[src/rtl/mem_arbiter_pkg.sv]
// Shared types for the LC-3b I-cache/D-cache physical-memory arbiter.
package mem_arbiter_pkg;

    typedef logic [127:0] lc3b_line;

    typedef enum logic [1:0] {
        IDLE,
        I_BUSY,
        D_RD,
        D_WR
    } arb_state_t;

    typedef enum logic {
        OWN_I,
        OWN_D
    } arb_owner_t;

    function automatic arb_owner_t owner_of(input arb_state_t s);
        return (s == I_BUSY) ? OWN_I : OWN_D;
    endfunction

endpackage

[src/rtl/mem_arbiter_arb_pick.sv]
// Grant selection for the memory arbiter. Fixed D-cache priority by default;
// defining ARB_RR_EN alternates between caches when both request.
module mem_arbiter_arb_pick
    import mem_arbiter_pkg::*;
(
    input  logic       icache_read,
    input  logic       dcache_read,
    input  logic       dcache_write,
    input  arb_owner_t last_grant,
    output arb_state_t next_state,
    output logic       grant_valid
);

    logic dcache_any;
    assign dcache_any = dcache_read | dcache_write;

`ifndef ARB_RR_EN
    logic unused_last_grant;
    assign unused_last_grant = (last_grant == OWN_D);
`endif

    always_comb begin
        next_state  = IDLE;
        grant_valid = icache_read | dcache_any;
        // Writeback always beats fill inside the D-cache side.
        if (dcache_write) begin
            next_state = D_WR;
        end else if (dcache_read) begin
            next_state = D_RD;
        end
        if (icache_read) begin
`ifdef ARB_RR_EN
            if (!dcache_any || last_grant == OWN_D) begin
                next_state = I_BUSY;
            end
`else
            if (!dcache_any) begin
                next_state = I_BUSY;
            end
`endif
        end
    end

endmodule

[src/rtl/mem_arbiter.sv]
// Shares one physical-memory port between I-cache and D-cache, one line
// transaction at a time. Optional round-robin policy via ARB_RR_EN.
module mem_arbiter
    import mem_arbiter_pkg::*;
#(
    parameter int ADDR_W = 16,
    parameter int LINE_W = 128
) (
    input  logic              clk,
    input  logic              rst_n,
    input  logic              icache_read,
    input  logic [ADDR_W-1:0] icache_address,
    output logic [LINE_W-1:0] icache_rdata,
    output logic              icache_resp,
    input  logic              dcache_read,
    input  logic              dcache_write,
    input  logic [ADDR_W-1:0] dcache_address,
    input  logic [LINE_W-1:0] dcache_wdata,
    output logic [LINE_W-1:0] dcache_rdata,
    output logic              dcache_resp,
    output logic              pmem_read,
    output logic              pmem_write,
    output logic [ADDR_W-1:0] pmem_address,
    output logic [LINE_W-1:0] pmem_wdata,
    input  logic [LINE_W-1:0] pmem_rdata,
    input  logic              pmem_resp
);

    arb_state_t        state_q, state_d, pick_state;
    arb_owner_t        last_grant_q, last_grant_d;
    logic              pick_valid;
    logic [ADDR_W-1:0] addr_q, addr_d, granted_addr;
    logic [LINE_W-1:0] wdata_q, wdata_d;

    mem_arbiter_arb_pick u_pick (
        .icache_read  (icache_read),
        .dcache_read  (dcache_read),
        .dcache_write (dcache_write),
        .last_grant   (last_grant_q),
        .next_state   (pick_state),
        .grant_valid  (pick_valid)
    );

    always_ff @(posedge clk or negedge rst_n) begin
        if (!rst_n) begin
            state_q      <= IDLE;
            last_grant_q <= OWN_I;
            addr_q       <= '0;
            wdata_q      <= '0;
        end else begin
            state_q      <= state_d;
            last_grant_q <= last_grant_d;
            addr_q       <= addr_d;
            wdata_q      <= wdata_d;
        end
    end

    always_comb begin
        state_d      = state_q;
        last_grant_d = last_grant_q;
        addr_d       = addr_q;
        wdata_d      = wdata_q;
        granted_addr = (pick_state == I_BUSY) ? icache_address : dcache_address;
        pmem_read    = 1'b0;
        pmem_write   = 1'b0;
        icache_resp  = 1'b0;
        dcache_resp  = 1'b0;
        case (state_q)
            IDLE: begin
                // A stray pmem_resp here is ignored: only busy states complete.
                if (pick_valid) begin
                    state_d      = pick_state;
                    last_grant_d = owner_of(pick_state);
                    addr_d       = {granted_addr[ADDR_W-1:4], 4'h0};
                    if (pick_state == D_WR) begin
                        wdata_d = dcache_wdata;
                    end
                end
            end
            I_BUSY: begin
                pmem_read = 1'b1;
                if (pmem_resp) begin
                    icache_resp = 1'b1;
                    state_d     = IDLE;
                end
            end
            D_RD: begin
                pmem_read = 1'b1;
                if (pmem_resp) begin
                    dcache_resp = 1'b1;
                    state_d     = IDLE;
                end
            end
            D_WR: begin
                pmem_write = 1'b1;
                if (pmem_resp) begin
                    dcache_resp = 1'b1;
                    state_d     = IDLE;
                end
            end
            default: state_d = IDLE;
        endcase
    end

    assign pmem_address = addr_q;
    assign pmem_wdata   = wdata_q;
    assign icache_rdata = pmem_rdata;
    assign dcache_rdata = pmem_rdata;

endmodule

[config.mk]
export PLATFORM = sky130hd
export DESIGN_NAME = mem_arbiter
export DESIGN_NICKNAME = d
export VERILOG_FILES = /design/src/rtl/mem_arbiter_pkg.sv /design/src/rtl/mem_arbiter_arb_pick.sv /design/src/rtl/mem_arbiter.sv
export SDC_FILE = /design/constraint.sdc
export NUM_CORES = 1
export LEC_CHECK = 0
export ABC_AREA = 1
export CELL_PAD_IN_SITES_DETAIL_PLACEMENT = 0
export CELL_PAD_IN_SITES_GLOBAL_PLACEMENT = 2
export CORE_AREA = 2 2 273 275
export CTS_BUF_LIST = sky130_fd_sc_hd__clkbuf_8 sky130_fd_sc_hd__clkbuf_16
export DETAILED_ROUTE_END_ITERATION = 6
export DIE_AREA = 0 0 275 277
export GPL_TIMING_DRIVEN = 0
export PLACE_DENSITY = 0.61
export SLEW_MARGIN = 20
export SYNTH_ARGS = -nofsm -noshare
export SYNTH_HDL_FRONTEND = slang
export SYNTH_SLANG_ARGS = --single-unit
[constraint.sdc]
create_clock -name clk -period 1.18 [get_ports clk]
set_input_delay 0.177 -clock clk [delete_from_list [all_inputs] [get_ports clk]]
set_output_delay 0.177 -clock clk [all_outputs]
set_load 0.03 [all_outputs]
==> results_dict.tcl <==
set metrics [dict create \
    fp.coreArea_um2 73600 \
    avgRoutedWirePerCell_um 14.9 \
    layout-drive-gt1-share_pct 36.7 \
    slew_viol_final 0 \
    yosysTopAreaCellShare_pct 44.4 \
    syn-cell-area_um2 8010 \
    cts_buffer_depth 2 \
    die_h_um 277 \
    hold_ws_ns 0.156 \
    layout_common_cells "411 x clkdlybuf4s50_1, 335 x buf_4, 295 x nand2_1" \
    cts_sinks 142 \
    leakage_nw 8.01 \
    p_per_area_nw_per_um2 2220 \
    path_clk_slew_ns 0.06 \
    fin_crit_sh_pct 139 \
    hold_viol 0 \
    start_kind "flip-flop" \
    nets 1899 \
    seq_area_frac_synth_pct 44.4 \
    slew_headroom_pct 61.4 \
    ys_warn_count 0 \
    dpl.hpwl_um 29900 \
    fin_cells 2583 \
    cap_viol_max_count 0 \
    fin_skew_ns 0.00806 \
    drtIter0Drc 300 \
    seq_power_share_pct 24.2 \
    start_util_pct 10.9 \
    synthTopCellsByArea "dfrtp_1 44%, buf_4 26%, nand2_1 14%" \
    period_needed_ns 1.64 \
    die_width_um 275 \
    die-area_um2 76200 \
    critPathCaptureType "primary output" \
    grt_setup_unrepaired "true" \
    grt_pass1_wl_um 54100 \
    grt_max_degree 80 \
    num_rows 100 \
    finalSetupViolCount 220 \
    place.gp.congestion 0.751 \
    drc 0 \
    yosysUniqueCellTypes 16 \
    clk_latency_ns 0.47 \
    ant_nets 0 \
    numCtsBuffers 17 \
    avgSynthCellArea_um2 8.46 \
    mostFrequentLayoutCell "clkdlybuf4s50_1" \
    antenna_found_initial 2 \
    syn-instance-count 946 \
    dpl.cell_count 2475 \
    arrival_ns 1.46 \
    power.switching_mw 16.3 \
    status "finished with violations" \
    crit_required_ns 1.00 \
    port-buffer-count 556 \
    h-tree-depth 4 \
    totalWireLength_um 38400 \
    setup_slack_ns -0.460 \
    cp_max_fo 4 \
    via_per_inst 3.19 \
    max_freq_ghz 0.610 \
    p_clk_share_pct 15.1 \
    crit_type "flip-flop to primary output" \
    grt_pass1_vias 8376 \
    num_vias 8243 \
    cts-root-buf "clkbuf_16" \
    tightestPinTransition_ns 0.579 \
    ios 698 \
    violations "setup timing" \
    antennaDiodeCount 0 \
    cts_tree "done" \
    ir_drop_mv 1.15 \
    area_growth_pct 107 \
    pwr-share-comb_pct 60.6 \
    power_switching_share_pct 44.3 \
    grt-ovfl-total 0 \
    hold_class "input port to flip-flop" \
    intPower_mw 20.5 \
    grt_usage_pct 9.75 \
    synth_top_area_cell "dfrtp_1" \
    synth-seq-cells 142 \
    dr.pass1.iters 5 \
]
worst paths after layout:
check,from,to,slack (ns),cells after the start
min,dcache_write,pmem_address[4]$_DFFE_PN0P_,0.16,5
max reg2reg,state_q[1]$_DFFE_PN0P_,pmem_wdata[119]$_DFFE_PN0P_,-0.39,8
min reg2reg,pmem_wdata[103]$_DFFE_PN0P_,pmem_wdata[103]$_DFFE_PN0P_,0.49,2
max,state_q[0]$_DFFE_PN0P_,dcache_resp,-0.46,4
min in group asynchronous,rst_n,pmem_wdata[12]$_DFFE_PN0P_,0.21,2
max in group asynchronous,rst_n,pmem_address[9]$_DFFE_PN0P_,0.15,3
worst max-delay path, stage by stage (launching register included):
cell,delay (ns)
dfrtp_2,0.42
inv_2,0.07
ha_4,0.16
o21a_4,0.21
buf_6,0.13
kinds of logic after synthesis:
group / after synthesis / share of synthesized area, %
AO/OA/AOI/OAI: 3 / 0.266
adder cells (fa/ha/maj): 4 / 0.625
buffers and inverters: 338 / 30.5
flip-flops: 142 / 44.4
other: 1 / 0.0468
AND/OR/NAND/NOR: 458 / 24.2
what timing repair did:
action / CTS / global route
pin swaps: 2 / 2
endpoints found under the setup margin: 286 / 344
gates resized for setup: 1044 / 24
hold buffers: 2 / 0
endpoints found under the hold margin: 64 / 0
cloned: 1 / 2
buffers inserted: 38 / 34
per-layer routing:
layer  global-route usage (%)  vias to the layer above  part of all wire (%)
met5                        0                        -                 0.031
met1                     11.2                     3842                    40
met4                     2.99                        2                   1.6
met2                     17.0                      371                    50
met3                     3.27                       27                   7.5
li1                         -                     4001                     -
cell usage after synthesis, drive strengths merged:
library cell / instances
nand3: 154
conb: 1
nor2: 2
o21a: 1
inv: 29
dfrtp: 142
clkbuf: 3
buf: 306
o21ai: 2
nand2: 302
ha: 4
area by class of cell:
cell class / count / area (um2)
Timing Repair Buffer: 634 / 6430
Multi-Input combinational cell: 469 / 2170
Sequential cell: 142 / 3560
Clock buffer: 18 / 439
Fill cell: 8050 / 57000
Inverter: 29 / 109
Clock inverter: 14 / 134
Tap cell: 969 / 1210
Buffer: 308 / 2490
power by group through the flow:
stage	clock network, mW	registers, mW	logic, mW
2_1_floorplan	0	12.9	6.16
3_3_place_gp	0	8.49	19.4
3_5_place_dp	0	8.54	19.4
4_1_cts	5.91	8.91	21.6
5_1_grt	6.08	9.16	24.0
6_report	5.57	8.91	22.3
metrics by stage:
stage	setup TNS, ns	util, %	area [um2]	power, mW	worst slack, ns
after floorplan	-11.76	-	8110	19.1	-0.0955
after global placement	-1066.17	20.2	14900	27.8	-7.05
after detailed placement	-72.84	20.3	14900	27.9	-0.651
after CTS	-56.88	21.9	16100	36.4	-0.529
after global routing	-75.41	22.5	16500	39.2	-0.538
final	-51.45	22.5	16500	36.8	-0.460
sequential cells by signal (all words and copies together) (netlist names):
name          flops
pmem_address     12
pmem_wdata      128
state_q           2
(Power assumes the default switching activity.)
